[config.mk]
export PLATFORM = sky130hd
export DESIGN_NAME = ex_stage_pipe_flat
export DESIGN_NICKNAME = d
export VERILOG_FILES = /design/src/rtl/ex_stage_pipe_pkg.sv /design/src/rtl/ex_stage_pipe_if.sv /design/src/rtl/ex_alu.sv /design/src/rtl/ex_stage_pipe.sv /design/src/flat_wrapper.sv
export SDC_FILE = /design/constraint.sdc
export NUM_CORES = 1
export LEC_CHECK = 0
export ABC_AREA = 1
export CORE_MARGIN = 3
export CORE_UTILIZATION = 45
export CTS_CLUSTER_SIZE = 40
export DETAILED_ROUTE_END_ITERATION = 12
export PLACE_DENSITY = 0.9
export SETUP_SLACK_MARGIN = 0.1
export SLEW_MARGIN = 30
export SYNTH_ARGS = -nofsm -noshare
export SYNTH_HDL_FRONTEND = slang
export SYNTH_SLANG_ARGS = --single-unit
[constraint.sdc]
create_clock -name clk -period 5.71 [get_ports clk]
set_input_delay 1.142 -clock clk [delete_from_list [all_inputs] [get_ports clk]]
set_output_delay 1.142 -clock clk [all_outputs]
set_load 0.005 [all_outputs]
[src/rtl/ex_stage_pipe_pkg.sv]
// Shared types and constants for the EX stage: widths, ALU opcodes,
// control-bundle bit positions and the two pipeline-register layouts.
package ex_stage_pipe_pkg;

   localparam int DATA_W    = 32;
   localparam int RD_W      = 6;
   localparam int OP_W      = 4;
   localparam int ID_CTL_W  = 10;
   localparam int MEM_CTL_W = 7;

   typedef enum logic [OP_W-1:0] {
      NOP     = 4'd0,
      MAX     = 4'd1,
      UNUSED  = 4'd2,
      STORE   = 4'd3,
      ADD     = 4'd4,
      INC     = 4'd5,
      NEG     = 4'd6,
      SUB     = 4'd7,
      J       = 4'd8,
      BRZ     = 4'd9,
      JM      = 4'd10,
      BRN     = 4'd11,
      UNUSED1 = 4'd12,
      UNUSED2 = 4'd13,
      LOAD    = 4'd14,
      SAVE_PC = 4'd15
   } opcode_t;

   // id_ctl_in: {reg_wr,mem_to_reg,pc_to_reg,mem_read,mem_wr,branch_neg,branch_zero,jump,jump_mem,compute_max}
   localparam int ID_REG_WR      = 9;
   localparam int ID_MEM_TO_REG  = 8;
   localparam int ID_PC_TO_REG   = 7;
   localparam int ID_MEM_READ    = 6;
   localparam int ID_MEM_WR      = 5;
   localparam int ID_BRANCH_NEG  = 4;
   localparam int ID_BRANCH_ZERO = 3;
   localparam int ID_JUMP        = 2;
   localparam int ID_JUMP_MEM    = 1;
   localparam int ID_COMPUTE_MAX = 0;

   typedef struct packed {
      logic [ID_CTL_W-1:0] ctl;
      opcode_t             op;
      logic [DATA_W-1:0]   rs;
      logic [DATA_W-1:0]   rt;
      logic [RD_W-1:0]     rd;
      logic [DATA_W-1:0]   offset;
   } id_ex_t;

   typedef struct packed {
      logic [MEM_CTL_W-1:0] ctl;
      logic                 z;
      logic                 n;
      logic [DATA_W-1:0]    alu_result;
      logic [DATA_W-1:0]    dmem_dout;
      logic [DATA_W-1:0]    rs;
      logic [DATA_W-1:0]    offset;
      logic [RD_W-1:0]      rd;
   } ex_mem_t;

   // mem_ctl_out ordering: {reg_wr,pc_to_reg,branch_neg,branch_zero,jump,mem_to_reg,jump_mem}
   function automatic logic [MEM_CTL_W-1:0] mem_ctl_of(input logic [ID_CTL_W-1:0] c);
      return {c[ID_REG_WR], c[ID_PC_TO_REG], c[ID_BRANCH_NEG], c[ID_BRANCH_ZERO],
              c[ID_JUMP], c[ID_MEM_TO_REG], c[ID_JUMP_MEM]};
   endfunction

endpackage

[src/rtl/ex_stage_pipe_if.sv]
// Decode-side inputs and EX/MEM-side outputs of the EX stage, bundled as one interface.
interface ex_stage_pipe_if
   import ex_stage_pipe_pkg::*;
   ();

   logic [ID_CTL_W-1:0]  id_ctl_in;
   logic [OP_W-1:0]      id_alu_op_in;
   logic [DATA_W-1:0]    id_rs_in;
   logic [DATA_W-1:0]    id_rt_in;
   logic [RD_W-1:0]      id_rd_in;
   logic [DATA_W-1:0]    id_offset_in;
   logic [DATA_W-1:0]    ex_dmem_dout;

   logic [DATA_W-1:0]    ex_rs;
   logic [DATA_W-1:0]    ex_rt;
   logic                 ex_mem_read;
   logic                 ex_mem_wr;
   logic                 ex_compute_max;
   logic [OP_W-1:0]      ex_alu_op;
   logic [DATA_W-1:0]    ex_alu_result;
   logic                 ex_z;
   logic                 ex_n;

   logic [MEM_CTL_W-1:0] mem_ctl_out;
   logic                 mem_z;
   logic                 mem_n;
   logic [DATA_W-1:0]    mem_alu_result;
   logic [DATA_W-1:0]    mem_dmem_dout;
   logic [DATA_W-1:0]    mem_rs;
   logic [DATA_W-1:0]    mem_offset;
   logic [RD_W-1:0]      mem_rd;

   modport master (
      output id_ctl_in, id_alu_op_in, id_rs_in, id_rt_in, id_rd_in, id_offset_in, ex_dmem_dout,
      input  ex_rs, ex_rt, ex_mem_read, ex_mem_wr, ex_compute_max, ex_alu_op,
             ex_alu_result, ex_z, ex_n,
             mem_ctl_out, mem_z, mem_n, mem_alu_result, mem_dmem_dout, mem_rs,
             mem_offset, mem_rd
   );

   modport slave (
      input  id_ctl_in, id_alu_op_in, id_rs_in, id_rt_in, id_rd_in, id_offset_in, ex_dmem_dout,
      output ex_rs, ex_rt, ex_mem_read, ex_mem_wr, ex_compute_max, ex_alu_op,
             ex_alu_result, ex_z, ex_n,
             mem_ctl_out, mem_z, mem_n, mem_alu_result, mem_dmem_dout, mem_rs,
             mem_offset, mem_rd
   );

endinterface

[src/rtl/ex_alu.sv]
// Combinational EX-stage ALU: result plus zero/negative flags, arithmetic mod 2^DATA_W.
module ex_alu
   import ex_stage_pipe_pkg::*;
(
   input  opcode_t           op,
   input  logic [DATA_W-1:0] a,
   input  logic [DATA_W-1:0] b,
   output logic [DATA_W-1:0] result,
   output logic              z,
   output logic              n
);

   always_comb begin
      result = '0;
      case (op)
         ADD:     result = a + b;
         INC:     result = a + DATA_W'(1);
         NEG:     result = '0 - a;
         SUB:     result = a - b;
         default: result = '0;
      endcase
      z = (result == '0);
      n = result[DATA_W-1];
   end

endmodule

[src/rtl/ex_stage_pipe.sv]
// ID/EX register, EX ALU and EX/MEM register. Both registers load every cycle;
// a low reset at a clock edge turns the whole pipe into a NOP bubble.
module ex_stage_pipe
   import ex_stage_pipe_pkg::*;
(
   input  logic           clk,
   input  logic           reset,
   ex_stage_pipe_if.slave bus
);

   id_ex_t            id_ex_d, id_ex_q;
   ex_mem_t           ex_mem_d, ex_mem_q;
   logic [DATA_W-1:0] alu_result;
   logic              alu_z;
   logic              alu_n;

   always_comb begin
      id_ex_d.ctl    = bus.id_ctl_in;
      id_ex_d.op     = opcode_t'(bus.id_alu_op_in);
      id_ex_d.rs     = bus.id_rs_in;
      id_ex_d.rt     = bus.id_rt_in;
      id_ex_d.rd     = bus.id_rd_in;
      id_ex_d.offset = bus.id_offset_in;
   end

   ex_alu u_alu (
      .op     (id_ex_q.op),
      .a      (id_ex_q.rs),
      .b      (id_ex_q.rt),
      .result (alu_result),
      .z      (alu_z),
      .n      (alu_n)
   );

   always_comb begin
      ex_mem_d.ctl        = mem_ctl_of(id_ex_q.ctl);
      ex_mem_d.z          = alu_z;
      ex_mem_d.n          = alu_n;
      ex_mem_d.alu_result = alu_result;
      ex_mem_d.dmem_dout  = bus.ex_dmem_dout;
      ex_mem_d.rs         = id_ex_q.rs;
      ex_mem_d.offset     = id_ex_q.offset;
      ex_mem_d.rd         = id_ex_q.rd;
   end

   always_ff @(posedge clk) begin
      if (!reset) begin
         id_ex_q  <= '0;
         ex_mem_q <= '0;
      end else begin
         id_ex_q  <= id_ex_d;
         ex_mem_q <= ex_mem_d;
      end
   end

   assign bus.ex_rs          = id_ex_q.rs;
   assign bus.ex_rt          = id_ex_q.rt;
   assign bus.ex_mem_read    = id_ex_q.ctl[ID_MEM_READ];
   assign bus.ex_mem_wr      = id_ex_q.ctl[ID_MEM_WR];
   assign bus.ex_compute_max = id_ex_q.ctl[ID_COMPUTE_MAX];
   assign bus.ex_alu_op      = id_ex_q.op;
   assign bus.ex_alu_result  = alu_result;
   assign bus.ex_z           = alu_z;
   assign bus.ex_n           = alu_n;

   assign bus.mem_ctl_out    = ex_mem_q.ctl;
   assign bus.mem_z          = ex_mem_q.z;
   assign bus.mem_n          = ex_mem_q.n;
   assign bus.mem_alu_result = ex_mem_q.alu_result;
   assign bus.mem_dmem_dout  = ex_mem_q.dmem_dout;
   assign bus.mem_rs         = ex_mem_q.rs;
   assign bus.mem_offset     = ex_mem_q.offset;
   assign bus.mem_rd         = ex_mem_q.rd;

endmodule

[src/flat_wrapper.sv]
// flat-port wrapper written by rule: the top's interface ports become plain ports
module ex_stage_pipe_flat import ex_stage_pipe_pkg::*;
  (clk, reset, bus_id_ctl_in, bus_id_alu_op_in, bus_id_rs_in, bus_id_rt_in, bus_id_rd_in, bus_id_offset_in, bus_ex_dmem_dout, bus_ex_rs, bus_ex_rt, bus_ex_mem_read, bus_ex_mem_wr, bus_ex_compute_max, bus_ex_alu_op, bus_ex_alu_result, bus_ex_z, bus_ex_n, bus_mem_ctl_out, bus_mem_z, bus_mem_n, bus_mem_alu_result, bus_mem_dmem_dout, bus_mem_rs, bus_mem_offset, bus_mem_rd);
  ex_stage_pipe_if bus_i ();
  input  logic clk;
  input  logic reset;
  input wire logic [$bits(bus_i.id_ctl_in)-1:0] bus_id_ctl_in;
  input wire logic [$bits(bus_i.id_alu_op_in)-1:0] bus_id_alu_op_in;
  input wire logic [$bits(bus_i.id_rs_in)-1:0] bus_id_rs_in;
  input wire logic [$bits(bus_i.id_rt_in)-1:0] bus_id_rt_in;
  input wire logic [$bits(bus_i.id_rd_in)-1:0] bus_id_rd_in;
  input wire logic [$bits(bus_i.id_offset_in)-1:0] bus_id_offset_in;
  input wire logic [$bits(bus_i.ex_dmem_dout)-1:0] bus_ex_dmem_dout;
  output wire logic [$bits(bus_i.ex_rs)-1:0] bus_ex_rs;
  output wire logic [$bits(bus_i.ex_rt)-1:0] bus_ex_rt;
  output wire logic [$bits(bus_i.ex_mem_read)-1:0] bus_ex_mem_read;
  output wire logic [$bits(bus_i.ex_mem_wr)-1:0] bus_ex_mem_wr;
  output wire logic [$bits(bus_i.ex_compute_max)-1:0] bus_ex_compute_max;
  output wire logic [$bits(bus_i.ex_alu_op)-1:0] bus_ex_alu_op;
  output wire logic [$bits(bus_i.ex_alu_result)-1:0] bus_ex_alu_result;
  output wire logic [$bits(bus_i.ex_z)-1:0] bus_ex_z;
  output wire logic [$bits(bus_i.ex_n)-1:0] bus_ex_n;
  output wire logic [$bits(bus_i.mem_ctl_out)-1:0] bus_mem_ctl_out;
  output wire logic [$bits(bus_i.mem_z)-1:0] bus_mem_z;
  output wire logic [$bits(bus_i.mem_n)-1:0] bus_mem_n;
  output wire logic [$bits(bus_i.mem_alu_result)-1:0] bus_mem_alu_result;
  output wire logic [$bits(bus_i.mem_dmem_dout)-1:0] bus_mem_dmem_dout;
  output wire logic [$bits(bus_i.mem_rs)-1:0] bus_mem_rs;
  output wire logic [$bits(bus_i.mem_offset)-1:0] bus_mem_offset;
  output wire logic [$bits(bus_i.mem_rd)-1:0] bus_mem_rd;
  assign bus_i.id_ctl_in = bus_id_ctl_in;
  assign bus_i.id_alu_op_in = bus_id_alu_op_in;
  assign bus_i.id_rs_in = bus_id_rs_in;
  assign bus_i.id_rt_in = bus_id_rt_in;
  assign bus_i.id_rd_in = bus_id_rd_in;
  assign bus_i.id_offset_in = bus_id_offset_in;
  assign bus_i.ex_dmem_dout = bus_ex_dmem_dout;
  assign bus_ex_rs = bus_i.ex_rs;
  assign bus_ex_rt = bus_i.ex_rt;
  assign bus_ex_mem_read = bus_i.ex_mem_read;
  assign bus_ex_mem_wr = bus_i.ex_mem_wr;
  assign bus_ex_compute_max = bus_i.ex_compute_max;
  assign bus_ex_alu_op = bus_i.ex_alu_op;
  assign bus_ex_alu_result = bus_i.ex_alu_result;
  assign bus_ex_z = bus_i.ex_z;
  assign bus_ex_n = bus_i.ex_n;
  assign bus_mem_ctl_out = bus_i.mem_ctl_out;
  assign bus_mem_z = bus_i.mem_z;
  assign bus_mem_n = bus_i.mem_n;
  assign bus_mem_alu_result = bus_i.mem_alu_result;
  assign bus_mem_dmem_dout = bus_i.mem_dmem_dout;
  assign bus_mem_rs = bus_i.mem_rs;
  assign bus_mem_offset = bus_i.mem_offset;
  assign bus_mem_rd = bus_i.mem_rd;
  ex_stage_pipe u_core (.clk(clk), .reset(reset), .bus(bus_i));
endmodule
==> run_results.csv, run 1 <==
group,metric,value,unit
floorplanning,io_pins,398,
worst_setup_path,end_kind,"output pin",
placement,dp_slack,0.110,ns
job,drv_cap,0,
worst_setup_path,arrival,4.37,ns
worst_setup_path,critPathLaunchType,"flop",
route,routed_wl,45.4,mm
logic_synthesis,ys_seq_area_frac,0.418,
worst_setup_path,cp-startpoint,"u_core.bus.ex_rt[0]",
global_route,track_usage,0.291,
power,ir_drop,0.298,mV
sta,relSlewSlack,0.527,
finish,utilization,0.658,
finish,fin_cells,2537,
placement,place.port_buffers,397,
worst_setup_path,rr_startpoint,"u_core.bus.ex_rt[0]",
logic_synthesis,synth_cells,1818,
route,route.vias.total,12841,
power,finalPower,4.64,mW
clock_tree,cts_made_buffers,26,
route,dr.pass1.iters,6,
worst_setup_path,r2r_cells,25,
sta,finalCriticalPeriod,5.51,ns
sta,finClkSkew,0.0279,ns
clock_tree,htree_levels,1,
floorplanning,core-area,0.0270,mm^2
placement,dp_cells,2466,
finish,final_area,0.0177,mm^2
finish,synthToLayoutAreaGrowth,43.3,%
sta,finalSetupViolations,0,
sta,tightest_slew,0.710,ns
sta,slew_viol_final,0,
route,wl_per_cell,17.9,um
worst_hold_path,hold_depth,2,
floorplanning,core.rowCount,60,
sta,finalHoldViolCount,0,
sta,fmax,182,MHz
logic_synthesis,ys_warn_count,0,
worst_hold_path,hp-class,"flop to flop",
floorplanning,die-height,172,um
global_route,first_global_vias,12418,
route,drt_iter0_drc,939,
logic_synthesis,syn_area,0.0124,mm^2
worst_setup_path,crit_required,4.57,ns
clock_tree,insertion_delay,0.56,ns
placement,gp_congestion,1.07,
finish,fin_nets,2360,
clock_tree,cts_tree,"yes",
worst_setup_path,r2r-end,"u_core.bus.mem_z",
worst_setup_path,crit_path_end,"bus_ex_z",
floorplanning,dieArea,0.0295,mm^2
finish,drive_gt1_frac,0.0993,
clock_tree,cts_sinks,258,
logic_synthesis,synth_cell_types,40,
power,power_leakage,9.34,nW
clock_tree,clk_pin_slew,0.06,ns
power,p_per_area,262,mW/mm^2
sta,fin_setup_tns,0,ns
route,drc_errors,0,
placement,dpl_cell_area,0.0162,mm^2
finish,n_antenna_cell,0,
logic_synthesis,ys_ff_latch,258,
clock_tree,root_buffer,"clkbuf_16",
floorplanning,die_w,172,um
sta,layout_setup_ws,0.203,ns
sta,whs,0.402,ns
worst_setup_path,crit_fanout,6,
logic_synthesis,syn-num-nets,2002,
worst_setup_path,r2r_setup_slack,1.79,ns
route,viasPerCell,5.06,
sta,final.period_utilization,0.964,
floorplanning,initial_core_util,0.459,
clock_tree,cts_buffer_depth,3,
global_route,grt_pass1_wl,67.1,mm
global_route,grt_overflow_total,0,
logic_synthesis,avgSynthCellArea,6.80,um^2
global_route,grt_max_degree,86,
global_route,grt_antenna_before_repair,0,
route,postRouteAntennaNets,0,
placement,dp_hpwl,34.3,mm
worst_setup_path,path_class,"flop to output pin",
outcome,status,"finished, final reports clean",
worst min path at each step:
| stage | start | endpoint | slack, ns |
|---|---|---|---|
| after detailed placement | u_core.ex_mem_d[137] | u_core.bus.mem_ctl_out[1] | 0.40 |
| after global routing | u_core.ex_mem_d[10] | u_core.bus.mem_offset[4] | 0.41 |
| after CTS | u_core.ex_mem_d[10] | u_core.bus.mem_offset[4] | 0.40 |
| after global placement | u_core.ex_mem_d[24] | u_core.bus.mem_offset[18] | 0.39 |
| final | u_core.ex_mem_d[10] | u_core.bus.mem_offset[4] | 0.40 |
| after floorplan | u_core.ex_mem_d[136] | u_core.bus.mem_ctl_out[0] | 0.39 |
kinds of logic (layout without fill, tap and decap cells):
group / count (synthesis) / after routing / synth area share
simple gates: 867 / 867 / 0.307
compound gates: 151 / 151 / 0.0651
fa+ha+maj: 34 / 34 / 0.0350
xor+xnor: 3 / 3 / 0.00212
flops: 258 / 258 / 0.418
buf+inv: 505 / 883 / 0.173
where the power goes:
part	internal, mW	switching [mW]
registers	1.89	0.0740
clock network	1.07	0.742
logic	0.403	0.459
area by class of cell:
type | count | area, um^2
Tap cell | 341 | 427
Multi-Input combinational cell | 1055 | 5430
Timing Repair inverter | 2 | 15.0
Clock inverter | 17 | 214
Clock buffer | 31 | 709
Inverter | 401 | 1520
Timing Repair Buffer | 432 | 4240
Fill cell | 2136 | 9230
Sequential cell | 258 | 5170
critical path: stages, from the launching register on:
cell	delay, ns
dfxtp_2	0.34
inv_4	0.07
ha_4	0.13
inv_2	0.05
nor3_4	0.14
inv_1	0.10
nor2_2	0.13
nand2_2	0.11
nand2_1	0.14
o21ai_0	0.17
o21ai_0	0.22
a21oi_1	0.07
ha_1	0.38
nand2_1	0.10
nand2_1	0.06
o21bai_1	0.17
a21oi_1	0.12
nand2_1	0.16
o21ai_0	0.43
nand2_1	0.14
nor2_1	0.14
nand3_2	0.10
nor2_2	0.11
nand3_2	0.10
inv_2	0.06
clkbuf_2	0.10
routing by layer:
| metal | part of all wire | vias up | global-route usage |
|---|---|---|---|
| li1 | - | 6154 | - |
| met2 | 0.49 | 726 | 0.513 |
| met5 | 0 | - | 0 |
| met3 | 0.10 | 177 | 0.0821 |
| met1 | 0.35 | 5784 | 0.323 |
| met4 | 0.058 | 0 | 0.138 |
what timing repair did:
action                     CTS  global route
resized for setup           44            77
hold buffers                 0             0
gates cloned                 0             2
setup buffers               10            11
setup endpoints to repair    9            18
hold endpoints to repair     0             0
pin swaps                   16            35
state kept, by name, summed over array words and instances (netlist names):
| register | count |
|---|---|
| u_core.bus.ex_rs | 32 |
| u_core.bus.ex_mem_wr | 1 |
| u_core.bus.mem_offset | 32 |
| u_core.bus.mem_rd | 6 |
| u_core.bus.mem_dmem_dout | 32 |
| u_core.bus.ex_compute_max | 1 |
| u_core.bus.mem_ctl_out | 7 |
| u_core.bus.ex_alu_op | 4 |
| u_core.bus.mem_alu_result | 32 |
| u_core.bus.mem_z | 1 |
| u_core.bus.ex_mem_read | 1 |
| u_core.bus.ex_rt | 32 |
| u_core.ex_mem_d | 45 |
| u_core.bus.mem_rs | 32 |
cells in the final DEF, fill, tap and decap left out, types with 17 or more instances in the layout:
cell type        Yosys  layout
a21oi_1             80      70
buf_4               65      33
clkbuf_16            0      26
clkdlybuf4s50_1      0     390
dfxtp_1            258     255
ha_1                33      29
inv_1              393     383
nand2_1            502     486
nand2_2              7      17
nand3_1            115     107
nand3_2              9      17
nand4_1             25      25
nor2_1             132     116
nor2_2              12      23
nor3_1              38      31
o21ai_0             49      42
cell usage after synthesis:
cell type / count / area [um^2]
a21boi_0: 1 / 7.51
a21oi_1: 80 / 400
a21oi_2: 1 / 8.76
a41oi_1: 1 / 8.76
and3_1: 1 / 6.26
buf_1: 10 / 37.5
buf_2: 4 / 20.0
buf_4: 65 / 488
clkbuf_1: 25 / 93.8
clkinv_1: 1 / 3.75
dfxtp_1: 258 / 5160
fa_1: 1 / 20.0
ha_1: 33 / 413
inv_1: 393 / 1480
inv_2: 7 / 26.3
nand2_1: 502 / 1880
nand2_2: 7 / 43.8
nand2_4: 2 / 22.5
nand3_1: 115 / 576
nand3_2: 9 / 90.1
nand3_4: 1 / 17.5
nand3b_1: 6 / 45.0
nand3b_4: 1 / 20.0
nand4_1: 25 / 156
nor2_1: 132 / 495
nor2_2: 12 / 75.1
nor2_4: 4 / 45.0
nor2_8: 3 / 60.1
nor3_1: 38 / 190
nor3_2: 1 / 10.0
nor4_1: 5 / 31.3
nor4_2: 1 / 12.5
o21a_1: 8 / 60.1
o21ai_0: 49 / 245
o21ai_1: 3 / 15.0
o21ai_2: 2 / 17.5
o21bai_1: 4 / 30.0
o22ai_1: 2 / 12.5
or2_1: 2 / 12.5
xor2_1: 3 / 26.3
No activity file was read; power rests on OpenSTA's default activity.
==> run 2: changes to the inputs <==
--- a/config.mk
+++ b/config.mk
@@ -6,11 +6,13 @@
 export NUM_CORES = 1
 export LEC_CHECK = 0
 export ABC_AREA = 1
+export CAP_MARGIN = 10
 export CORE_MARGIN = 3
 export CORE_UTILIZATION = 45
 export CTS_CLUSTER_SIZE = 40
 export DETAILED_ROUTE_END_ITERATION = 12
-export PLACE_DENSITY = 0.9
+export GPL_TIMING_DRIVEN = 0
+export PLACE_DENSITY = 0.8
 export SETUP_SLACK_MARGIN = 0.1
 export SLEW_MARGIN = 30
 export SYNTH_ARGS = -nofsm -noshare
==> run 2 against run 1 <==
Highest routed layer unchanged. Cell count rose by 4.0%. Count of clock-buffer cells in the layout rose by 4. Clock skew fell by 0.0095 ns. Sequential power barely moved. Die area did not move. Routed wire length rose by 1.2%. Critical endpoint is now bus_ex_alu_result[27]. Clock power barely moved. Fmax fell by 1.3%. Core utilization rose by 3.4 points. Via count rose by 1.1%. Non-clock buffer count rose by 102. Largest power group unchanged. Sequential share of layout area fell by 1.4 points.
==> run_results.csv, run 2 (synthesis gave the netlist of run 1 again) <==
group,metric,value,unit
outcome,status,"finished, final reports clean",
route,routed_wl,45.9,mm
power,p_int,3.39,mW
route,route.vias.total,12987,
global_route,grt_antenna_before_repair,0,
route,wl_per_cell,17.4,um
route,viasPerCell,4.92,
worst_setup_path,critPathMaxStageDelay,0.48,ns
worst_setup_path,crit_family,"simple AND/OR/NAND/NOR gates",
power,pwr-share-seq,0.418,
route,dr_wl_met2,23.2,mm
route,top_layer,"met4",
sta,fmax,179,MHz
sta,layout_setup_ws,0.129,ns
sta,finClkSkew,0.0184,ns
placement,place.port_buffers,396,
floorplanning,core.rowCount,60,
worst_setup_path,critPathLaunchType,"flop",
global_route,grt_overflow_total,0,
clock_tree,cts_buffer_depth,3,
finish,utilization,0.692,
sta,final.period_utilization,0.977,
global_route,first_global_vias,12486,
sta,fin_setup_tns,0,ns
route,route.met3.wl,4.30,mm
clock_tree,insertion_delay,0.56,ns
clock_tree,cts_tree,"yes",
clock_tree,root_buffer,"clkbuf_16",
global_route,grt_pass1_wl,68.0,mm
finish,drive_gt1_frac,0.156,
floorplanning,initial_core_util,0.459,
global_route,track_usage,0.297,
power,ir_drop,0.260,mV
worst_hold_path,hold_depth,2,
route,wl_met1,16.9,mm
floorplanning,core-area,0.0270,mm^2
finish,final_cell_mix,"nand2_1, clkdlybuf4s50_1, inv_1, dfxtp_1, nor2_1",
floorplanning,io_pins,398,
route,dr.pass1.iters,5,
power,p_clk_frac,0.385,
power,p_sw_frac,0.278,
worst_setup_path,path_class,"flop to output pin",
finish,synthToLayoutAreaGrowth,50.8,%
finish,nFillCells,2148,
floorplanning,die-height,172,um
worst_setup_path,arrival,4.44,ns
sta,finalCriticalPeriod,5.58,ns
placement,dp_hpwl,35.8,mm
sta,finalHoldViolCount,0,
clock_tree,htree_levels,1,
power,p_per_area,252,mW/mm^2
floorplanning,die_w,172,um
placement,gp_congestion,0.984,
route,postRouteAntennaNets,0,
sta,rsz0062_at_grt,"true",
sta,finalSetupViolations,0,
worst_setup_path,worstSetupPathDepth,26,
finish,fin_nets,2461,
sta,slew_viol_final,0,
clock_tree,cts_sinks,258,
sta,tightest_slew,0.793,ns
worst_setup_path,critPathBufInv,8,
worst_setup_path,r2r_cells,32,
power,p_comb_frac,0.196,
power,power.switching,1.31,mW
worst_setup_path,crit_slowest_cell,"clkdlybuf4s50_1",
worst_hold_path,hp-class,"flop to flop",
power,finalPower,4.70,mW
route,drt_iter0_drc,651,
worst_setup_path,end_kind,"output pin",
power,power_leakage,9.84,nW
sta,whs,0.410,ns
route,drc_errors,0,
finish,final_common_cell,"nand2_1",
placement,dp_slack,-0.227,ns
global_route,grt_max_degree,16,
floorplanning,dieArea,0.0295,mm^2
worst_setup_path,crit_fanout,5,
finish,n_antenna_cell,0,
finish,largest_reg_flops,45,
job,drv_cap,0,
worst_setup_path,crit_required,4.57,ns
sta,relSlewSlack,0.471,
clock_tree,clk_pin_slew,0.06,ns
clock_tree,cts_made_buffers,27,
-- run 2: changes by cell type in the layout (fill, tap and decap cells not counted), sizes merged --
cell and change:
clkinvlp -5, dlygate4sd2 -2, clkdlybuf4s50 -2, buf +79, clkbuf +29, bufinv -1, dlymetal6s2s +2, inv +2
-- run 2: final timing paths --
kind	slack (ns)	from	to
max	0.13	u_core.bus.ex_rt[1]	bus_ex_alu_result[27]
min	0.41	u_core.ex_mem_d[1]	u_core.bus.mem_rd[1]
max reg2reg	1.76	u_core.bus.ex_rt[1]	u_core.bus.mem_z
min reg2reg	0.41	u_core.ex_mem_d[1]	u_core.bus.mem_rd[1]
-- run 2: layer usage --
metal | vias up | track usage
li1 | 6359 | -
met5 | - | 0
met2 | 599 | 0.537
met1 | 5921 | 0.345
met4 | 0 | 0.0948
met3 | 108 | 0.0749
-- run 2: worst reg2reg max path: cells and delay by family (launching register included) --
kind,cells,cell delay (ns)
and+or+nand+nor,21,2.34
DFF,1,0.34
AOI/OAI and AO/OA,1,0.16
buffers and inverters,8,0.73
adders and majority gates,2,0.33
-- run 2: what timing repair did --
action	in CTS	in global routing
gates resized for setup	74	147
pin swaps	23	57
buffers inserted	17	16
setup endpoints to repair	22	27
hold buffers	0	0
-- run 2: power by group through the flow --
stage          logic [mW]  clock network, mW  registers [mW]
3_3_place_gp        0.808                  0            2.00
5_1_grt              1.01               1.91            1.97
4_1_cts             0.859               1.84            1.96
2_1_floorplan       0.412                  0            1.98
6_report            0.923               1.81            1.96
3_5_place_dp        0.824                  0            2.00
-- run 2: layout make-up --
cell class / count / area [um^2] / share of cell area
Multi-Input combinational cell: 1055 / 5750 / 0.308
Sequential cell: 258 / 5170 / 0.277
Timing Repair Buffer: 430 / 4220 / 0.226
Inverter: 401 / 1510 / 0.0811
Clock buffer: 35 / 736 / 0.0395
Buffer: 104 / 652 / 0.0350
Tap cell: 341 / 427 / 0.0229
Clock inverter: 15 / 185 / 0.00993
-- run 2: metrics by stage --
step	std cells	cell area, um^2
2_1_floorplan	1818	12400
3_3_place_gp	2555	16800
3_5_place_dp	2556	16800
4_1_cts	2623	18100
5_1_grt	2639	18600
6_report	2639	18600
==> run 3: changes to the inputs <==
--- a/config.mk
+++ b/config.mk
@@ -14,7 +14,7 @@
 export GPL_TIMING_DRIVEN = 0
 export PLACE_DENSITY = 0.8
 export SETUP_SLACK_MARGIN = 0.1
-export SLEW_MARGIN = 30
+export SLEW_MARGIN = 15
 export SYNTH_ARGS = -nofsm -noshare
 export SYNTH_HDL_FRONTEND = slang
 export SYNTH_SLANG_ARGS = --single-unit
==> run 3 against run 2 <==
Total power decreased by 0.76%. Via count decreased by 0.49%. Critical endpoint unchanged. Global-route usage decreased by 0.13 points. Clock skew decreased by 0.0056 ns. Critical path type unchanged. Highest routed layer unchanged. Non-clock buffer count unchanged. Sequential power about the same. Count of clock-buffer cells in the layout increased by 4. Final area decreased by 0.30%. Hold slack about the same.
==> run_results.csv, run 3 (synthesis gave the netlist of run 1 again) <==
group,metric,value,unit
worst_setup_path,r2r_setup_slack,1.94,ns
global_route,grt_antenna_before_repair,0,
power,finalPower,4.66,mW
route,wl_per_cell,17.3,um
clock_tree,root_buffer,"clkbuf_16",
worst_setup_path,arrival,4.43,ns
global_route,grt_overflow_total,0,
clock_tree,cts_sinks,258,
route,viasPerCell,4.90,
sta,finClkSkew,0.0128,ns
sta,finalSetupViolations,0,
power,power_leakage,9.81,nW
floorplanning,core.rowCount,60,
placement,dp_cells,2555,
route,route.vias.total,12924,
finish,n_antenna_cell,0,
clock_tree,cts_tree,"yes",
global_route,grt_max_degree,15,
worst_setup_path,crit_required,4.57,ns
clock_tree,hold_buffers,0,
global_route,track_usage,0.296,
worst_setup_path,end_kind,"output pin",
sta,finalCriticalPeriod,5.57,ns
route,routed_wl,45.6,mm
finish,final_cell_mix,"nand2_1, clkdlybuf4s50_1, inv_1, dfxtp_1, nor2_1",
placement,place.port_buffers,396,
job,drv_cap,0,
global_route,first_global_vias,12435,
placement,dp_hpwl,35.8,mm
finish,synthToLayoutAreaGrowth,50.3,%
worst_hold_path,worstHoldEndpoint,"u_core.bus.mem_rd[1]",
finish,multiInputGateArea,0.00572,mm^2
sta,tightest_slew,1.04,ns
sta,rsz0062_at_grt,"true",
worst_setup_path,rr_startpoint,"u_core.bus.ex_rt[1]",
floorplanning,die-height,172,um
route,drt_iter0_drc,766,
worst_setup_path,crit_fanout,4,
floorplanning,core-area,0.0270,mm^2
clock_tree,insertion_delay,0.56,ns
finish,utilization,0.690,
worst_setup_path,critPathMaxStageDelay,0.49,ns
sta,fmax,180,MHz
floorplanning,dieArea,0.0295,mm^2
finish,nFillCells,2189,
outcome,status,"finished, final reports clean",
clock_tree,cts_made_buffers,27,
sta,fin_setup_tns,0,ns
floorplanning,io_pins,398,
route,dr.pass1.iters,5,
route,drc_errors,0,
finish,final_common_cell,"nand2_1",
floorplanning,initial_core_util,0.459,
power,ir_drop,0.287,mV
worst_setup_path,cp_common_cell,"nand2_1",
worst_setup_path,r2r_cells,27,
worst_hold_path,hp-class,"flop to flop",
placement,gp_congestion,0.984,
clock_tree,cts_buffer_depth,3,
worst_hold_path,hold_depth,2,
sta,relSlewSlack,0.308,
finish,fin_nets,2461,
sta,slew_viol_final,0,
worst_setup_path,crit_slowest_cell,"clkdlybuf4s50_1",
global_route,grt_pass1_wl,67.7,mm
floorplanning,die_w,172,um
clock_tree,clk_pin_slew,0.07,ns
power,p_per_area,251,mW/mm^2
finish,largest_reg_flops,45,
sta,finalHoldViolCount,0,
worst_hold_path,hp-start,"u_core.ex_mem_d[1]",
worst_setup_path,path_class,"flop to output pin",
route,postRouteAntennaNets,0,
clock_tree,htree_levels,1,
finish,drive_gt1_frac,0.148,
finish,fin_cells,2638,
sta,final.period_utilization,0.975,
worst_setup_path,r2r-end,"u_core.bus.mem_z",
finish,seqCellArea,0.00517,mm^2
worst_setup_path,critPathLaunchType,"flop",
[run 3: metal layers]
layer	vias to the layer above	share of wire	GRT usage	wire length (um)
li1	6367	-	-	-
met1	5926	0.37	0.337	16900
met2	527	0.50	0.533	22800
met3	104	0.094	0.0832	4270
met4	0	0.036	0.0993	1650
met5	-	0	0	0
[run 3: critical path, delay by kind of cell, from the launching register on]
family / cells / cell delay [ns]
fa+ha+maj: 2 / 0.37
simple gates: 17 / 1.99
buf+inv: 6 / 1.00
compound gates: 1 / 0.17
flops: 1 / 0.34
[run 3: power by group]
part,internal [mW],leakage (nW),total (mW),switching (mW)
combinational,0.445,7.22,0.913,0.468
sequential,1.89,2.13,1.96,0.0773
clock,1.04,0.449,1.78,0.739
[run 3: worst max-delay path by stage]
stage               slack (ns)           startpoint                     to
finish                    0.14  u_core.bus.ex_rt[1]  bus_ex_alu_result[27]
global placement         -0.31  u_core.bus.ex_rt[0]               bus_ex_z
floorplan                 1.36  u_core.bus.ex_rt[0]               bus_ex_z
CTS                       0.02  u_core.bus.ex_rt[1]               bus_ex_z
global route              -0.1  u_core.bus.ex_rt[1]  bus_ex_alu_result[27]
detailed placement       -0.26  u_core.bus.ex_rt[0]               bus_ex_z
[run 3: cell type report]
type                    instances  area share
plain buffers                 104      0.0351
inverters                     401      0.0812
clock buffers                  39      0.0420
clock inverters                10     0.00660
well taps                     341      0.0230
flip-flops and latches        258       0.278
repair buffers                430       0.227
multi-input cells            1055       0.308
[run 3: timing repair]
action	CTS	global route
gates resized for setup	86	113
pin swaps	24	46
setup endpoints to repair	22	26
buffers inserted	18	16
[run 3: stage by stage]
step           cell area (um^2)  hold WS, ns  setup slack [ns]
5_1_grt                   18600        0.434           -0.0972
4_1_cts                   18100        0.409            0.0241
3_5_place_dp              16800        0.395            -0.256
2_1_floorplan             12400        0.390              1.36
6_report                  18600        0.410             0.142
3_3_place_gp              16800        0.394            -0.315
